## src/rtl/traffic_sensor_cond.sv

```systemverilog
// traffic_sensor_cond: per-street loop sync/debounce, vehicle queue, departure and hold timers driving TA/TB.
// Optional stuck-loop detection is built when SENSOR_STUCK_DETECT_EN is defined.
module traffic_sensor_cond #(
    parameter int DEB_CYCLES    = 4,
    parameter int DEPART_CYCLES = 8,
    parameter int HOLD_CYCLES   = 16,
    parameter int CNT_W         = 4,
    parameter int STUCK_CYCLES  = 1024
) (
    input  logic       clk,
    input  logic       rst,
    input  logic       raw_a,
    input  logic       raw_b,
    input  logic [1:0] la,
    input  logic [1:0] lb,
    output logic       TA,
    output logic       TB,
    output logic       fault_a,
    output logic       fault_b
);
    localparam int DW = $clog2(DEB_CYCLES + 1);
    localparam int PW = $clog2(DEPART_CYCLES + 1);
    localparam int HW = $clog2(HOLD_CYCLES + 2);
    localparam logic [CNT_W-1:0] QMAX = '1;

    logic [1:0] green, s1_q, s2_q, db_q, db_d, t_q, t_d, fault_q, flip, arr, dep;
    logic [1:0][DW-1:0]    deb_q, deb_d;
    logic [1:0][PW-1:0]    dep_q, dep_d;
    logic [1:0][HW-1:0]    hold_q, hold_d;
    logic [1:0][CNT_W-1:0] q_q, q_d;

    assign green = {lb == 2'b00, la == 2'b00};

    always_comb begin
        for (int c = 0; c < 2; c++) begin
            flip[c]   = s2_q[c] != db_q[c] && deb_q[c] == DW'(DEB_CYCLES - 1);
            deb_d[c]  = (s2_q[c] == db_q[c] || flip[c]) ? '0 : deb_q[c] + 1'b1;
            db_d[c]   = db_q[c] ^ flip[c];
            arr[c]    = flip[c] & ~db_q[c];
            dep[c]    = green[c] && q_q[c] != '0 && dep_q[c] == PW'(DEPART_CYCLES - 1);
            dep_d[c]  = (!green[c] || q_q[c] == '0 || dep[c]) ? '0 : dep_q[c] + 1'b1;
            // simultaneous arrival and departure cancel out
            q_d[c]    = (arr[c] && !dep[c]) ? ((q_q[c] == QMAX) ? q_q[c] : q_q[c] + 1'b1) :
                        (dep[c] && !arr[c]) ? q_q[c] - 1'b1 : q_q[c];
            hold_d[c] = arr[c] ? HW'(HOLD_CYCLES) : (hold_q[c] != '0) ? hold_q[c] - 1'b1 : hold_q[c];
            t_d[c]    = db_q[c] | (q_q[c] != '0) | (hold_q[c] != '0) | fault_q[c];
        end
    end

    always_ff @(posedge clk) begin
        if (rst) begin
            s1_q   <= '0;
            s2_q   <= '0;
            db_q   <= '0;
            t_q    <= '0;
            deb_q  <= '0;
            dep_q  <= '0;
            hold_q <= '0;
            q_q    <= '0;
        end else begin
            s1_q   <= {raw_b, raw_a};
            s2_q   <= s1_q;
            db_q   <= db_d;
            t_q    <= t_d;
            deb_q  <= deb_d;
            dep_q  <= dep_d;
            hold_q <= hold_d;
            q_q    <= q_d;
        end
    end

`ifdef SENSOR_STUCK_DETECT_EN
    localparam int SW = $clog2(STUCK_CYCLES + 1);
    logic [1:0][SW-1:0] stk_q;

    // a fault is sticky and forces the request high so the street keeps being served
    always_ff @(posedge clk) begin
        if (rst) begin
            stk_q   <= '0;
            fault_q <= '0;
        end else begin
            for (int c = 0; c < 2; c++) begin
                stk_q[c]   <= !db_q[c] ? '0 : fault_q[c] ? stk_q[c] : stk_q[c] + 1'b1;
                fault_q[c] <= fault_q[c] | (db_q[c] && stk_q[c] == SW'(STUCK_CYCLES - 1));
            end
        end
    end
`else
    assign fault_q = 2'b00;
`endif

    assign TA      = t_q[0];
    assign TB      = t_q[1];
    assign fault_a = fault_q[0];
    assign fault_b = fault_q[1];
endmodule

```

## config.mk

```make
export PLATFORM = sky130hd
export DESIGN_NAME = traffic_sensor_cond
export DESIGN_NICKNAME = d
export VERILOG_FILES = /design/src/rtl/traffic_sensor_cond.sv
export SDC_FILE = /design/constraint.sdc
export NUM_CORES = 1
export LEC_CHECK = 0
export ABC_AREA = 1
export CORE_AREA = 2 2 68 64
export DETAILED_ROUTE_END_ITERATION = 8
export DIE_AREA = 0 0 70 66
export GPL_TIMING_DRIVEN = 0
export MAX_ROUTING_LAYER = met4
export PLACE_DENSITY_LB_ADDON = 0.08
export SETUP_SLACK_MARGIN = 0.02
export SLEW_MARGIN = 20
export SYNTH_ARGS = -nofsm -noshare
export SYNTH_HDL_FRONTEND = slang
export SYNTH_SLANG_ARGS = --single-unit
export TNS_END_PERCENT = 5
```

## constraint.sdc

```tcl
create_clock -name clk -period 3 [get_ports clk]
set_clock_uncertainty 0.05 [all_clocks]
set_input_delay 0.75 -clock clk [delete_from_list [all_inputs] [get_ports clk]]
set_output_delay 0.75 -clock clk [all_outputs]
set_load 0.05 [all_outputs]
```

**Yosys cells after proc, flatten, opt, wreduce, memory -nomap -nowiden**

Index checks and enable logic that the tools add are counted.

- Register bits after elaboration: 40
- Bits of input ports: 8
- Word-level logic and storage cells: 98

- Add/subtract/negate cells: 10
- Equality and inequality tests: 12
- Bitwise gates (word level): 10
- Reductions and logical operators: 42
- Multiplexer cells: 10

Operator list:

| operator | count |
|---|---|
| 4-bit two-way mux | 6 |
| 5-bit two-way mux | 4 |
| 4-bit by 1-bit adder with 4-bit output, second input constant | 4 |
| 2-bit OR reduction | 6 |
| 1-bit logical AND | 10 |
| 5-bit nonzero test | 2 |
| 5-bit by 1-bit subtractor with 5-bit output, second input constant | 2 |
| 4-bit by 3-bit == test with 1-bit output, second input constant | 2 |
| 4-bit == test, second input constant | 2 |
| 4-bit logical NOT | 2 |
| 2-bit nonzero test | 4 |
| 4-bit nonzero test | 2 |
| 4-bit by 1-bit subtractor with 4-bit output, second input constant | 2 |
| 3-bit by 1-bit adder with 3-bit output, second input constant | 2 |
| 3-bit by 2-bit == test with 1-bit output, second input constant | 2 |
| 1-bit logical NOT | 6 |
| 1-bit logical OR | 6 |
| 2-bit logical NOT | 2 |
| 2-bit != test, second input constant | 2 |
| 1-bit OR | 4 |
| 2-bit AND reduction | 2 |
| 1-bit AND | 2 |
| 1-bit == test | 2 |
| 1-bit != test | 2 |
| 2 further kinds | 4 |

**Logic depth before layout (Yosys ltp)**

Gate-level depths: netlist of the first run.

- Depth in word-level cells: 7
- Mapped depth: 15
- Gate-level depth less buffers: 15

**Worst setup path after synthesis of the first run**

No wires, ideal clock.

- Path type: input-to-reg
- Start: input la[1]
- End: register q_q[3] (netlist name)
- Data arrival time: 1990 ps
- Buffers on the path: 0
- Stages: 12
- Setup time: 113 ps
- Setup slack: 847 ps
- Path through: nor2_1 nand3_2 nand2_2 ha_1 nand2_1 nand2_1 a21oi_1 nand3_1 nand2_1 nor2_2 nor2_1 nor2_1

- Cells in the longest elaborated chain, start to end: 7
- Elaborated cells on any way between the ends: 10
- Classes of those cells: eq/ne: 1; mux: 1; reduce/logical: 8

RTL lines:

| item | RTL line | source |
|---|---|---|
| start: declaration | 14 | `input logic [1:0] la,` |
| 2-bit logical NOT * | 32 | `assign green = {lb == 2'b00, la == 2'b00};` |
| 1-bit logical AND * (2 in a row) | 40 | `dep[c] = green[c] && q_q[c] != '0 && dep_q[c] == PW'(DEPART_CYCLES - 1);` |
| 1-bit logical NOT | 43 | `q_d[c] = (arr[c] && !dep[c]) ? ((q_q[c] == QMAX) ? q_q[c] : q_q[c] + 1'b1) :` |
| 1-bit logical AND | 43 |  |
| 2-bit != test (no source line) / 2-bit nonzero test (equally long branches) | - |  |
| 2-bit AND reduction (no source line) | - |  |
| end signal: assignment | 68 | `q_q <= q_d;` |
| end: declaration | 30 | `logic [1:0][CNT_W-1:0] q_q, q_d;` |

Mark *: on every way between the ends. The rest lies on a longest branch, timed or not.
A chain may end at the register's enable or synchronous reset.

**Final worst setup path of the first run**

Ends and elaborated chain as after synthesis.

==> run_results.csv, run 1 <==
group,metric,value,unit
status,status,"finished clean",
job,max_cap_viol_count,0,
floorplanning,die_area,4620,sq um
synthesis,synth_cells,235,
timing,setup_ws,0.5747,ns
critical_path,max_stage_delay,0.41,ns
routing,viasPerCell,4.730,
timing,finalMaxSlewViolations,0,
global_route,antenna_found_initial,0,
floorplanning,die_h,66,microns
clock_network,clk_pin_slew,0.08,ns
clock_network,clockBufferDepth,2,
placement,dp_slack,0.2815,ns
final_layout,antennaDiodeCount,0,
synthesis,ys_types,26,
pwr,vdd_drop_max,377.0,uV
floorplanning,die_x,70,microns
global_route,grt_pass1_wl,5326,microns
global_route,grt_overflow,0,
clock_network,ctsHtreeMaxLevel,2,
final_layout,mostFrequentLayoutCells,"nor2_1, dfxtp_1, nand2_1, inv_1, a21oi_1",
floorplanning,initial_core_util,48.34,%
floorplanning,core_area,3909,sq um
timing,rsz0062_at_grt,"no",
critical_path,cp.required,3.14,ns
critical_path,cp_max_fo,4,
global_route,first_global_vias,1258,
synthesis,synthesis.area,1889,sq um
timing,fin_hold_ws,0.3487,ns
placement,postPlaceCellArea,2033,sq um
routing,drt_wl_total,2907,microns
routing,dr.pass1.iters,4,
global_route,grt_max_degree,14,
routing,drt_iter0_drc,58,
final_layout,post-route-util,56.08,%
clock_network,cts_sinks,40,
placement,dpl.hpwl,2180,microns
synthesis,yosys_warnings,0,
clock_network,cts_buffers,5,
synthesis,syn_avg_cell_area,8.040,sq um
placement,io_buffers,8,
floorplanning,io_pins,12,
placement,place_congestion,0.7883,
timing,finalCriticalPeriod,2.425,ns
clock_network,cts_tree,"built",
worst_hold_path,min_path_type,"flip-flop to flip-flop",
critical_path,critPathSlowestCell,"clkdlybuf4s50_1",
critical_path,cp_data_arrival_time,2.57,ns
final_layout,drive_gt1_share,12.30,%
critical_path,crit_path_start_kind,"primary input",
critical_path,timing.critical_path.mode_cell,"nor2_1",
final_layout,nNetsFinal,273,
worst_hold_path,worstHoldStart,"s1_q[1]",
critical_path,reg2reg_depth,14,
routing,vias,1419,
clock_network,hold_buffers,0,
worst_hold_path,holdPathStages,2,
critical_path,critical_path.startpoint,"la[1]",
final_layout,finalInstanceArea,2192,sq um
synthesis,yosysSeqAreaShare,42.38,%
worst_hold_path,whs_endpoint,"s2_q[1]",
routing,wl_per_cell,9.690,microns
clock_network,cts_setup_buffers,0,
final_layout,syn_to_final_growth,16.03,%
clock_network,cts.repair.resized,0,
critical_path,r2r_slack,0.76,ns
critical_path,rr_endpoint,"q_q[3]",
clock_network,root_buffer,"clkbuf_8",
timing,fin_crit_sh,80.84,%
timing,finalSetupViolCount,0,
routing,ant_nets,0,
clock_network,clock_latency,0.29,ns
critical_path,r2r_start,"deb_q[0]",
global_route,track_usage,14.93,%
pwr,leakagePower,0.9822,nW
critical_path,setup.worst_path.class,"primary input to flip-flop",
routing,drcViolationCount,0,
timing,fmax,0.4123,GHz
floorplanning,fp-row-count,22,
critical_path,critPathCaptureType,"flip-flop",
synthesis,ys_seq_elements,40,
critical_path,crit_chain,"clkdlybuf4s50_1 > nor2_1 > nand3_2 > nand2_2 > ha_1 > nand2_1 > inv_1 > a21oi_1 > nand3_1 > nand2_1 > nor2_2 > nor2_1 > nor2_1",
pwr,power_density,724.4,nW/um^2
timing,tns,0,ns
timing,hold_viol,0,
## worst max-delay path by stage
stage | endpoint | cells after the start
floorplan | q_q[3] | 12
global placement | q_q[7] | 13
detailed placement | q_q[3] | 13
CTS | q_q[3] | 14
global route | q_q[7] | 14
finish | q_q[3] | 13
## routing by layer
| metal | part of all wire [%] | track usage (%) | up-vias |
|---|---|---|---|
| met5 | 0 | - | - |
| met4 | 1.4 | 6.490 | 0 |
| met1 | 53 | 20.17 | 625 |
| met2 | 42 | 20.95 | 14 |
| li1 | - | - | 776 |
| met3 | 3.4 | 4.116 | 4 |
## where the power goes
group	total, mW	switching [mW]	internal, mW
combinational	0.360	0.217	0.143
sequential	0.626	0.0300	0.596
clock	0.602	0.186	0.416
total	1.59	0.433	1.15
## flip-flops by register name, summed over array words and instances (netlist names), named ones only
signal / count
deb_q: 6
dep_q: 8
hold_q: 10
q_q: 8
s1_q: 2
s2_q: 2
t_q: 2
## worst max-delay path: cells and delay by family
family | cells | cell delay [ns]
adder cells (fa/ha/maj) | 1 | 0.27
AO/OA/AOI/OAI | 1 | 0.15
AND/OR/NAND/NOR | 9 | 0.95
buffers and inverters | 2 | 0.45
## Yosys cell counts, drive strengths merged
master   n  area, sq um
fa       2        40.04
nor3b    2        15.01
inv     34        127.6
a211oi   2        15.01
nor2    46        197.7
a21oi   15        75.07
nand3   14        95.09
xor2     7        61.31
buf      2        15.01
nor3     4        20.02
o21ai    4        20.02
o211ai   1        7.510
clkbuf   2        7.510
nand4    6        37.54
nand2   38        162.7
ha      12        150.1
dfxtp   40        800.8
conb     1        3.750
xnor2    2        17.52
nand3b   1        20.02
## through the flow
step	instances	total power [mW]
after floorplan	236	0.9302
after global placement	292	1.001
after detailed placement	292	1.003
after CTS	300	1.610
final	300	1.588
after global routing	300	1.684
## cells by family (layout without fill, tap and decap cells)
family                   count (synthesis)  count (layout)  share of synthesized area, %
AND/OR/NAND/NOR                        111             111                         29.01
flip-flops                              40              40                         42.38
buffers and inverters                   38              54                         7.947
AO/OA/AOI/OAI                           22              22                         6.225
adder cells (fa/ha/maj)                 14              14                         10.07
XOR/XNOR                                 9               9                         4.172
other                                    1               2                        0.1985
## final cells by class
class / count / area [sq um]
Sequential cell: 40 / 800.8
Inverter: 34 / 127.6
Multi-Input combinational cell: 158 / 942.2
Fill cell: 383 / 1717
Buffer: 4 / 22.52
Clock inverter: 3 / 90.09
Timing Repair Buffer: 8 / 80.08
Clock buffer: 5 / 68.82
Tap cell: 48 / 60.06
Note: power is estimated with default switching activity, not from simulation.
==> inputs of run 2 (changes only) <==
clock period = 2.3 ns   (was 3 ns; I/O delays follow)
==> run_results.csv, run 2 (synthesized netlist as in run 1, its figures left out) <==
group,metric,value,unit
final_layout,largest_reg_flops,10,
routing,ant_nets,0,
timing,fmax,0.4655,GHz
placement,place_congestion,0.7883,
worst_hold_path,holdPathStages,2,
final_layout,syn_to_final_growth,19.74,%
timing,rsz0062_at_grt,"yes",
final_layout,nNetsFinal,275,
global_route,antenna_found_initial,0,
final_layout,fillers,379,
pwr,internal_power,1.508,mW
critical_path,cp.required,2.48,ns
clock_network,cts_buffers,5,
critical_path,timing.critical_path.mode_cell,"nand2_1",
clock_network,clockBufferDepth,2,
job,max_cap_viol_count,0,
floorplanning,die_x,70,microns
timing,finalMaxSlewViolations,0,
worst_hold_path,min_path_type,"flip-flop to flip-flop",
timing,finalCriticalPeriod,2.148,ns
critical_path,crit_family,"simple AND/OR/NAND/NOR gates",
routing,vias,1429,
pwr,power_density,917.6,nW/um^2
floorplanning,die_h,66,microns
pwr,power.switching,567.5,uW
global_route,track_usage,14.93,%
routing,drcViolationCount,0,
final_layout,stdcell_count,302,
status,status,"finished clean",
final_layout,mostFrequentLayoutCells,"dfxtp_1, nor2_1, nand2_1, inv_1, a21oi_1",
clock_network,clock_latency,0.29,ns
global_route,grt_overflow,0,
pwr,vdd_drop_max,524.1,uV
final_layout,final_common_cell,"dfxtp_1",
critical_path,max_stage_delay,0.44,ns
clock_network,cts_sinks,40,
critical_path,crit_path_start_kind,"primary input",
pwr,p_total,2.076,mW
clock_network,ctsHtreeMaxLevel,2,
routing,dr.pass1.iters,4,
global_route,grt_max_degree,14,
final_layout,drive_gt1_share,16.14,%
critical_path,critPathSlowestCell,"clkdlybuf4s50_1",
final_layout,antennaDiodeCount,0,
timing,hold_viol,0,
routing,drt_iter0_drc,43,
critical_path,r2r_start,"deb_q[0]",
placement,io_buffers,8,
pwr,sw_frac_of_total,27.34,%
placement,place_inst,292,
floorplanning,initial_core_util,48.34,%
timing,tns,0,ns
critical_path,cp_data_arrival_time,2.33,ns
pwr,leakagePower,0.9954,nW
timing,fin_crit_sh,93.39,%
critical_path,critPathCaptureType,"flip-flop",
pwr,comb_power_share,22.8,%
worst_hold_path,worstHoldStart,"s1_q[1]",
routing,drt_wl_total,2997,microns
clock_network,hold_buffers,0,
critical_path,rr_endpoint,"q_q[3]",
clock_network,cts_tree,"built",
floorplanning,fp-row-count,22,
placement,dpl.hpwl,2180,microns
floorplanning,core_area,3909,sq um
pwr,clockPowerShare,37.9,%
critical_path,r2r_slack,0.23,ns
worst_hold_path,whs_endpoint,"s2_q[1]",
pwr,p_seq_share,39.3,%
clock_network,clk_pin_slew,0.08,ns
floorplanning,die_area,4620,sq um
floorplanning,io_pins,12,
final_layout,reg.largest.list,"hold_q x10, dep_q x8, q_q x8",
clock_network,root_buffer,"clkbuf_8",
routing,wl_per_cell,9.924,microns
global_route,grt_pass1_wl,5326,microns
critical_path,critPathBufInv,2,
final_layout,regMostFlops,"hold_q",
routing,viasPerCell,4.732,
critical_path,reg2reg_depth,15,
timing,finalSetupViolCount,0,
critical_path,crit_chain,"clkdlybuf4s50_1 > nor2_4 > nand3_2 > nand2_4 > ha_1 > nand2_1 > nand2_1 > a21oi_2 > inv_1 > nand2_1 > nand2_1 > nor2_2 > nor2_1 > nor2_1",
global_route,first_global_vias,1258,
critical_path,cp_max_fo,4,
critical_path,setup.worst_path.class,"primary input to flip-flop",
==> run 2: changes by cell type in the layout (fill, tap and decap cells not counted), moves of 2 or more <==
| cell | change |
|---|---|
| nor2_1 | -2 |
| a21oi_2 | +2 |
| a21oi_1 | -2 |
| ha_4 | +2 |
| buf_4 | +2 |
| nand2_4 | +2 |
| ha_1 | -3 |
| nand2_2 | -2 |
==> run 2: power groups by stage <==
stage               registers [mW]  logic [mW]  clock network [mW]
floorplan                    0.875       0.338                   0
global placement             0.833       0.473                   0
detailed placement           0.835       0.474                   0
CTS                          0.818       0.477               0.805
global route                 0.828       0.544               0.828
finish                       0.816       0.474               0.786
==> run 2: through the flow <==
step / worst slack (ns) / hold WS, ns / util (%) / area, sq um
5_1_grt: 0.006185 / 0.3588 / 57.87 / 2262
3_3_place_gp: -0.2361 / 0.3406 / 52.02 / 2033
3_5_place_dp: -0.2435 / 0.3431 / 52.02 / 2033
6_report: 0.1520 / 0.3484 / 57.87 / 2262
2_1_floorplan: 0.3106 / 0.3383 / - / 1893
4_1_cts: 0.06192 / 0.3521 / 56.08 / 2192
==> run 2: worst max path at each step <==
stage / start / endpoint / cells after the start
after floorplan: deb_q[0] / q_q[3] / 14
after global placement: lb[1] / q_q[7] / 13
after detailed placement: la[1] / q_q[3] / 13
after CTS: la[1] / q_q[3] / 14
after global routing: la[0] / q_q[3] / 14
final: lb[0] / q_q[7] / 14
==> run 2: layout make-up <==
type	instances	area, sq um	area share (%)
well taps	48	60.06	2.655
clock buffers	5	68.82	3.042
repair buffers	10	95.09	4.204
plain buffers	4	22.52	0.9956
multi-input cells	158	997.2	44.08
inverters	34	127.6	5.642
flip-flops and latches	40	800.8	35.40
clock inverters	3	90.09	3.982
==> run 2: layer usage <==
| metal | global-route usage, % | part of all wire (%) |
|---|---|---|
| met5 | - | 0 |
| met4 | 6.490 | 1.4 |
| met3 | 4.116 | 2.7 |
| met2 | 20.95 | 42 |
| met1 | 20.17 | 54 |
==> run 2: repair_timing <==
item / 4_1_cts / 5_1_grt
gates resized for setup: 0 / 12
endpoints found under the setup margin: 0 / 2
buffers inserted: 0 / 2
==> run 2: worst min-delay path: stages, from the launching register on <==
cell and delay [ns]:
dfxtp_1 0.30, inv_1 0.04, nor2_1 0.03
